`config.mk`:
```
export PLATFORM = sky130hd
export DESIGN_NAME = spart_tx_fifo_flat
export DESIGN_NICKNAME = d
export VERILOG_FILES = /design/src/rtl/spart_tx_fifo_if.sv /design/src/rtl/spart_tx_fifo.sv /design/src/flat_wrapper.sv
export SDC_FILE = /design/constraint.sdc
export NUM_CORES = 1
export LEC_CHECK = 0
export ABC_AREA = 1
export CAP_MARGIN = 10
export CORE_MARGIN = 3
export CORE_UTILIZATION = 50
export DETAILED_ROUTE_END_ITERATION = 6
export PLACE_DENSITY = 0.72
export SYNTH_ARGS = -nofsm -noshare
export SYNTH_HDL_FRONTEND = slang
export SYNTH_SLANG_ARGS = --single-unit
```
`constraint.sdc`:
```
create_clock -name clk -period 2.7 [get_ports clk]
set_input_delay 0.405 -clock clk [delete_from_list [all_inputs] [get_ports clk]]
set_output_delay 0.405 -clock clk [all_outputs]
set_load 0.02 [all_outputs]
```
`src/rtl/spart_tx_fifo_if.sv`:
```
// spart_tx_fifo_if: processor-side write bus of the SPART transmitter.
// Word push plus buffer status returned to the processor.
interface spart_tx_fifo_if #(
  parameter int DATA_W     = 8,
  parameter int FIFO_DEPTH = 4
);
  logic                              write;
  logic [DATA_W-1:0]                 tx_in;
  logic                              tbr;
  logic [$clog2(FIFO_DEPTH+1)-1:0]   fifo_count;
  logic                              overflow;

  modport master (
    output write, tx_in,
    input  tbr, fifo_count, overflow
  );

  modport slave (
    input  write, tx_in,
    output tbr, fifo_count, overflow
  );
endinterface

```
`src/rtl/spart_tx_fifo.sv`:
```
// spart_tx_fifo: buffered SPART serial transmitter.
// Queued words go out LSB-first as start/data/[parity]/stop per baud tick.
module spart_tx_fifo #(
  parameter int DATA_W     = 8,
  parameter int FIFO_DEPTH = 4,
  parameter int PARITY_EN  = 0,
  parameter int PARITY_ODD = 0,
  parameter int STOP_BITS  = 1
) (
  input  logic               clk,
  input  logic               rst,
  input  logic               tx_enable,
  spart_tx_fifo_if.slave     bus,
  output logic               txd,
  output logic               tx_busy
);

  localparam int PW = $clog2(FIFO_DEPTH);
  localparam int CW = $clog2(FIFO_DEPTH+1);
  localparam int BW = $clog2(DATA_W+1);

  typedef enum logic [2:0] {
    IDLE, START, DATA, PARITY, STOP
  } state_t;

  logic [DATA_W-1:0] mem [FIFO_DEPTH];
  logic [PW-1:0]     wr_ptr, rd_ptr;
  logic [CW-1:0]     count;
  logic              full, empty;
  logic              push, pop;
  logic              ovf;

  state_t            state, state_n;
  logic [DATA_W-1:0] sh, sh_n;
  logic [BW-1:0]     bidx, bidx_n;
  logic              scnt, scnt_n;
  logic              par, par_n;
  logic              txd_n;

  assign full  = (count == CW'(FIFO_DEPTH));
  assign empty = (count == '0);
  assign push  = bus.write && !full;

  assign bus.tbr        = !full;
  assign bus.fifo_count = count;
  assign bus.overflow   = ovf;
  assign tx_busy        = (state != IDLE);

  // FIFO storage, written on every accepted push
  always_ff @(posedge clk) begin
    if (push)
      mem[wr_ptr] <= bus.tx_in;
  end

  // FIFO pointers, occupancy and sticky overflow
  always_ff @(posedge clk) begin
    if (rst) begin
      wr_ptr <= '0;
      rd_ptr <= '0;
      count  <= '0;
      ovf    <= 1'b0;
    end else begin
      if (push)
        wr_ptr <= wr_ptr + PW'(1);
      if (pop)
        rd_ptr <= rd_ptr + PW'(1);
      count <= count + CW'(push) - CW'(pop);
      if (bus.write && full)
        ovf <= 1'b1;
    end
  end

  // frame FSM and line driver registers
  always_ff @(posedge clk) begin
    if (rst) begin
      state <= IDLE;
      sh    <= '0;
      bidx  <= '0;
      scnt  <= 1'b0;
      par   <= 1'b0;
      txd   <= 1'b1;
    end else begin
      state <= state_n;
      sh    <= sh_n;
      bidx  <= bidx_n;
      scnt  <= scnt_n;
      par   <= par_n;
      txd   <= txd_n;
    end
  end

  // next-state: advance only on baud ticks, chain frames from STOP
  always_comb begin
    state_n = state;
    sh_n    = sh;
    bidx_n  = bidx;
    scnt_n  = scnt;
    par_n   = par;
    txd_n   = txd;
    pop     = 1'b0;
    if (tx_enable) begin
      unique case (state)
        IDLE: begin
          pop = !empty;
        end
        START: begin
          txd_n   = sh[0];
          sh_n    = sh >> 1;
          bidx_n  = BW'(1);
          state_n = DATA;
        end
        DATA: begin
          if (bidx == BW'(DATA_W)) begin
            if (PARITY_EN != 0) begin
              txd_n   = par;
              state_n = PARITY;
            end else begin
              txd_n   = 1'b1;
              scnt_n  = 1'b0;
              state_n = STOP;
            end
          end else begin
            txd_n  = sh[0];
            sh_n   = sh >> 1;
            bidx_n = bidx + BW'(1);
          end
        end
        PARITY: begin
          txd_n   = 1'b1;
          scnt_n  = 1'b0;
          state_n = STOP;
        end
        STOP: begin
          if (scnt == 1'(STOP_BITS-1)) begin
            pop = !empty;
            if (empty) begin
              txd_n   = 1'b1;
              state_n = IDLE;
            end
          end else begin
            scnt_n = 1'b1;
          end
        end
        default: begin
          txd_n   = 1'b1;
          state_n = IDLE;
        end
      endcase
      if (pop) begin
        sh_n    = mem[rd_ptr];
        par_n   = (^mem[rd_ptr]) ^ 1'(PARITY_ODD);
        txd_n   = 1'b0;
        state_n = START;
      end
    end
  end

endmodule

```
`src/flat_wrapper.sv`:
```
// flat-port wrapper written by rule: the top's interface ports become plain ports
module spart_tx_fifo_flat 
#(
  parameter int DATA_W     = 8,
  parameter int FIFO_DEPTH = 4,
  parameter int PARITY_EN  = 0,
  parameter int PARITY_ODD = 0,
  parameter int STOP_BITS  = 1
)
  (clk, rst, tx_enable, txd, tx_busy, bus_write, bus_tx_in, bus_tbr, bus_fifo_count, bus_overflow);
  spart_tx_fifo_if #(.DATA_W(DATA_W), .FIFO_DEPTH(FIFO_DEPTH)) bus_i ();
  input  logic clk;
  input  logic rst;
  input  logic tx_enable;
  output logic txd;
  output logic tx_busy;
  input wire logic [$bits(bus_i.write)-1:0] bus_write;
  input wire logic [$bits(bus_i.tx_in)-1:0] bus_tx_in;
  output wire logic [$bits(bus_i.tbr)-1:0] bus_tbr;
  output wire logic [$bits(bus_i.fifo_count)-1:0] bus_fifo_count;
  output wire logic [$bits(bus_i.overflow)-1:0] bus_overflow;
  assign bus_i.write = bus_write;
  assign bus_i.tx_in = bus_tx_in;
  assign bus_tbr = bus_i.tbr;
  assign bus_fifo_count = bus_i.fifo_count;
  assign bus_overflow = bus_i.overflow;
  spart_tx_fifo #(.DATA_W(DATA_W), .FIFO_DEPTH(FIFO_DEPTH), .PARITY_EN(PARITY_EN), .PARITY_ODD(PARITY_ODD), .STOP_BITS(STOP_BITS)) u_core (.clk(clk), .rst(rst), .tx_enable(tx_enable), .bus(bus_i), .txd(txd), .tx_busy(tx_busy));
endmodule
```
==> impl_metrics.csv <==
group,metric,value,unit
synthesis,top_post_synthesis_cells_by_count,"nand2_1 (89), inv_1 (61), edfxtp_1 (32), nor2_1 (32), nand3_1 (28)",
timing,fin_worst_skew,0.006809,ns
synthesis,synth_top_cells_by_area,"edfxtp_1 (35%), dfxtp_1 (19%), nand2_1 (12%)",
power,combinationalPowerShare,33.4,%
worst_setup_path,critical-path-max-stage-delay,0.37,ns
synthesis,seq_area_frac_synth,53.50,%
worst_setup_path,critical_path.endpoint_type,"flip-flop",
timing,grt_setup_unrepaired,"false",
global_routing,grt_antenna_before_repair,0,
timing,max_slew_margin,66.12,%
detailed_routing,via_count,2019,
global_routing,pin_count_of_the_biggest_net_entering_global_routing,18,
layout,drive_above_1_share,10.56,%
clocking,clock_tree_from_tritoncts,"done",
clocking,postCtsSetupRepairBufs,0,
layout,final_area,0.003294,mm2
place,dp_hpwl,3415,um
global_routing,grt_util_all_layers,17.63,%
place,detailed_place.area,0.003038,mm2
detailed_routing,route.detailed.wl_per_inst,11.65,um
layout,antennaDiodeCount,0,
layout,n_fill_cell,442,
place,place.port_buffers,18,
global_routing,first_global_vias,1929,
clocking,clk-insertion-delay-late,0.33,ns
synthesis,yosys_top_cell_area_share,34.70,%
worst_setup_path,worst_ep_required_time,2.92,ns
timing,worst_slew_pin_slew,0.5076,ns
synthesis,dominantRegCellSynth,"edfxtp_1",
clocking,postCtsResizedCells,0,
power,areal_power_density_over_the_cells,1022,mW/mm2
worst_setup_path,timing.critical_path.slowest_stage_cell,"fa_1",
synthesis,synth_seq_cells,58,
global_routing,globalRoute.totalOverflow,0,
layout,final_net_count,376,
run,maxCapViolCount,0,
timing,final-setup-viol-count,0,
synthesis,syn_nets,348,
detailed_routing,final_antenna_net_count,0,
detailed_routing,via_per_inst,4.695,
min_path,hold_path.class,"flip-flop to flip-flop",
clocking,numClockSinks,58,
clocking,cts_inserted_buffers,9,
die,core_area,0.005238,mm2
place,gp_congestion,0.7524,
synthesis,mappedNetlistArea,0.002769,mm2
worst_setup_path,worstPathArrival,2.20,ns
timing,max_freq,0.5043,GHz
clocking,cts_root_buffer,"clkbuf_8",
layout,area_growth,18.98,%
synthesis,synth_enable_flop_cells,32,
timing,setup_total_negative_slack,0,ns
die,floorplan.die_area,0.006467,mm2
detailed_routing,postRouteWirelength,5010,um
clocking,cts.htree.levels,3,
die,initial_core_util,52.87,%
worst_setup_path,crit_type,"flip-flop to flip-flop",
layout,finish.utilization,62.90,%
worst_setup_path,path_max_fanout,6,
synthesis,synth_largest_area_cell,"edfxtp_1",
synthesis,number_of_unique_standard_cell_types_used_by_synthesis,29,
power,pleak,1.521,nW
detailed_routing,drt_first_pass_iters,4,
detailed_routing,first_iter_violations,86,
synthesis,synth.most_common_cell,"nand2_1",
synthesis,share_of_flip_flops_with_an_asynchronous_set_or_reset,0,%
worst_setup_path,critical_path_cell_list,"nor2_2 > nand2_1 > nand2_1 > nor2_4 > ha_1 > inv_1 > ha_1 > fa_1 > xor2_1 > nor2_1",
timing,min_period_over_period,73.44,%
power,p_clk_share,30.7,%
clocking,clk_pin_slew_worst_paths,0.06,ns
timing,final_max_slew_viol_count,0,
clocking,ctsLongestPathBuffers,2,
synthesis,cell_count_after_synthesis,327,
timing,timing_hold_violations_final,0,
power,internal-power,0.002233,W
die,design.portCount,19,
power,switching_share,33.63,%
place,preCtsSetupSlack,0.4729,ns
synthesis,synth.yosys.warnings,0,
worst_setup_path,startpoint_type,"flip-flop",
timing,finalCriticalPeriod,1.983,ns
die,fp-row-count,26,
global_routing,grt_pass1_wl,8480,um
power,seq_power_share,35.8,%
status,status,"completed",
detailed_routing,drc,0,
die,die_width,80.42,um
die,die-height,80.42,um
clocking,ctsHoldBuffers,0,
timing,final.setup.worst_slack,0.7172,ns
power,switching_power,0.001132,W
synthesis,syn-mean-instance-area,8.468,um2
power,vdd_ir_drop_max,0.4943,mV
==> power groups by stage <==
stage               Sequential [W]  Clock [W]  Combinational (W)
CTS                        0.00121    0.00105            0.00114
floorplan                  0.00123          0           0.000834
global placement           0.00122          0            0.00111
detailed placement         0.00122          0            0.00113
global route               0.00123    0.00109            0.00130
finish                     0.00121    0.00103            0.00113
==> critical path: cells and delay by family, from the launching register on <==
family | cells | cell delay [ns]
adder cells (fa/ha/maj) | 3 | 0.82
buffers and inverters | 1 | 0.04
XOR/XNOR | 1 | 0.16
AND/OR/NAND/NOR | 5 | 0.49
flip-flops | 1 | 0.35
==> layout make-up <==
| type | instances | area [um2] | share of cell area (%) |
|---|---|---|---|
| clock buffers | 10 | 127.6 | 3.874 |
| clock inverters | 6 | 128.9 | 3.912 |
| inverters | 63 | 236.5 | 7.178 |
| multi-input cells | 197 | 992.2 | 30.12 |
| flip-flops and latches | 58 | 1481 | 44.97 |
| well taps | 70 | 87.58 | 2.659 |
| repair buffers | 26 | 240.2 | 7.292 |
==> metal layers <==
| layer | vias to the layer above | track usage, % | part of all wire [%] |
|---|---|---|---|
| li1 | 1071 | - | - |
| met1 | 906 | 21.45 | 47 |
| met2 | 38 | 28.97 | 48 |
| met3 | 4 | 5.717 | 4.4 |
| met4 | 0 | 6.757 | 0.52 |
| met5 | - | 0 | 0 |
==> cell usage in the layout, fill, tap and decap left out, types with 2 or more instances in the layout <==
cell type	count
a21oi_1	10
a21oi_2	3
buf_4	8
bufinv_16	4
clkbuf_8	9
clkdlybuf4s50_1	18
dfxtp_1	26
edfxtp_1	32
ha_1	8
inv_1	61
inv_2	2
nand2_1	89
nand2_2	4
nand3_1	28
nand3_2	3
nor2_1	32
nor3_1	2
o21ai_0	6
o21ai_1	2
xor2_1	3
==> kinds of logic after synthesis <==
family / after synthesis / share of synthesized area [%]
compound gates: 21 / 4.203
xor+xnor: 4 / 1.265
fa+ha+maj: 9 / 4.338
buf+inv: 72 / 10.66
flops: 58 / 53.50
simple gates: 163 / 26.03
==> state kept, by name, indices dropped and copies added (netlist names), named ones only <==
| register | count |
|---|---|
| u_core.bus.fifo_count | 3 |
| u_core.bus.overflow | 1 |
| u_core.mem | 32 |
| u_core.state | 3 |
| u_core.bidx | 4 |
| u_core.rd_ptr | 2 |
| u_core.sh | 8 |
| u_core.wr_ptr | 2 |
| u_core.txd | 1 |
==> per-stage QoR <==
stage / cells / hold WS [ns] / power (W)
after floorplan: 327 / 0.4508 / 0.002063
after global placement: 414 / 0.4367 / 0.002322
after detailed placement: 414 / 0.4436 / 0.002347
after CTS: 430 / 0.4530 / 0.003389
after global routing: 430 / 0.4906 / 0.003617
final: 430 / 0.4503 / 0.003365
==> path summary, 6_finish.rpt <==
check                           slack [ns]                       end                     start  cells after the start
worst min register to register        0.45       u_core.bus.overflow       u_core.bus.overflow                      2
worst max-delay path                  0.72  u_core.bus.fifo_count[2]  u_core.bus.fifo_count[1]                     10
worst max register to register        0.72  u_core.bus.fifo_count[2]  u_core.bus.fifo_count[1]                     10
worst min-delay path                  0.45       u_core.bus.overflow       u_core.bus.overflow                      2
Power figures use the tool's default switching activity.
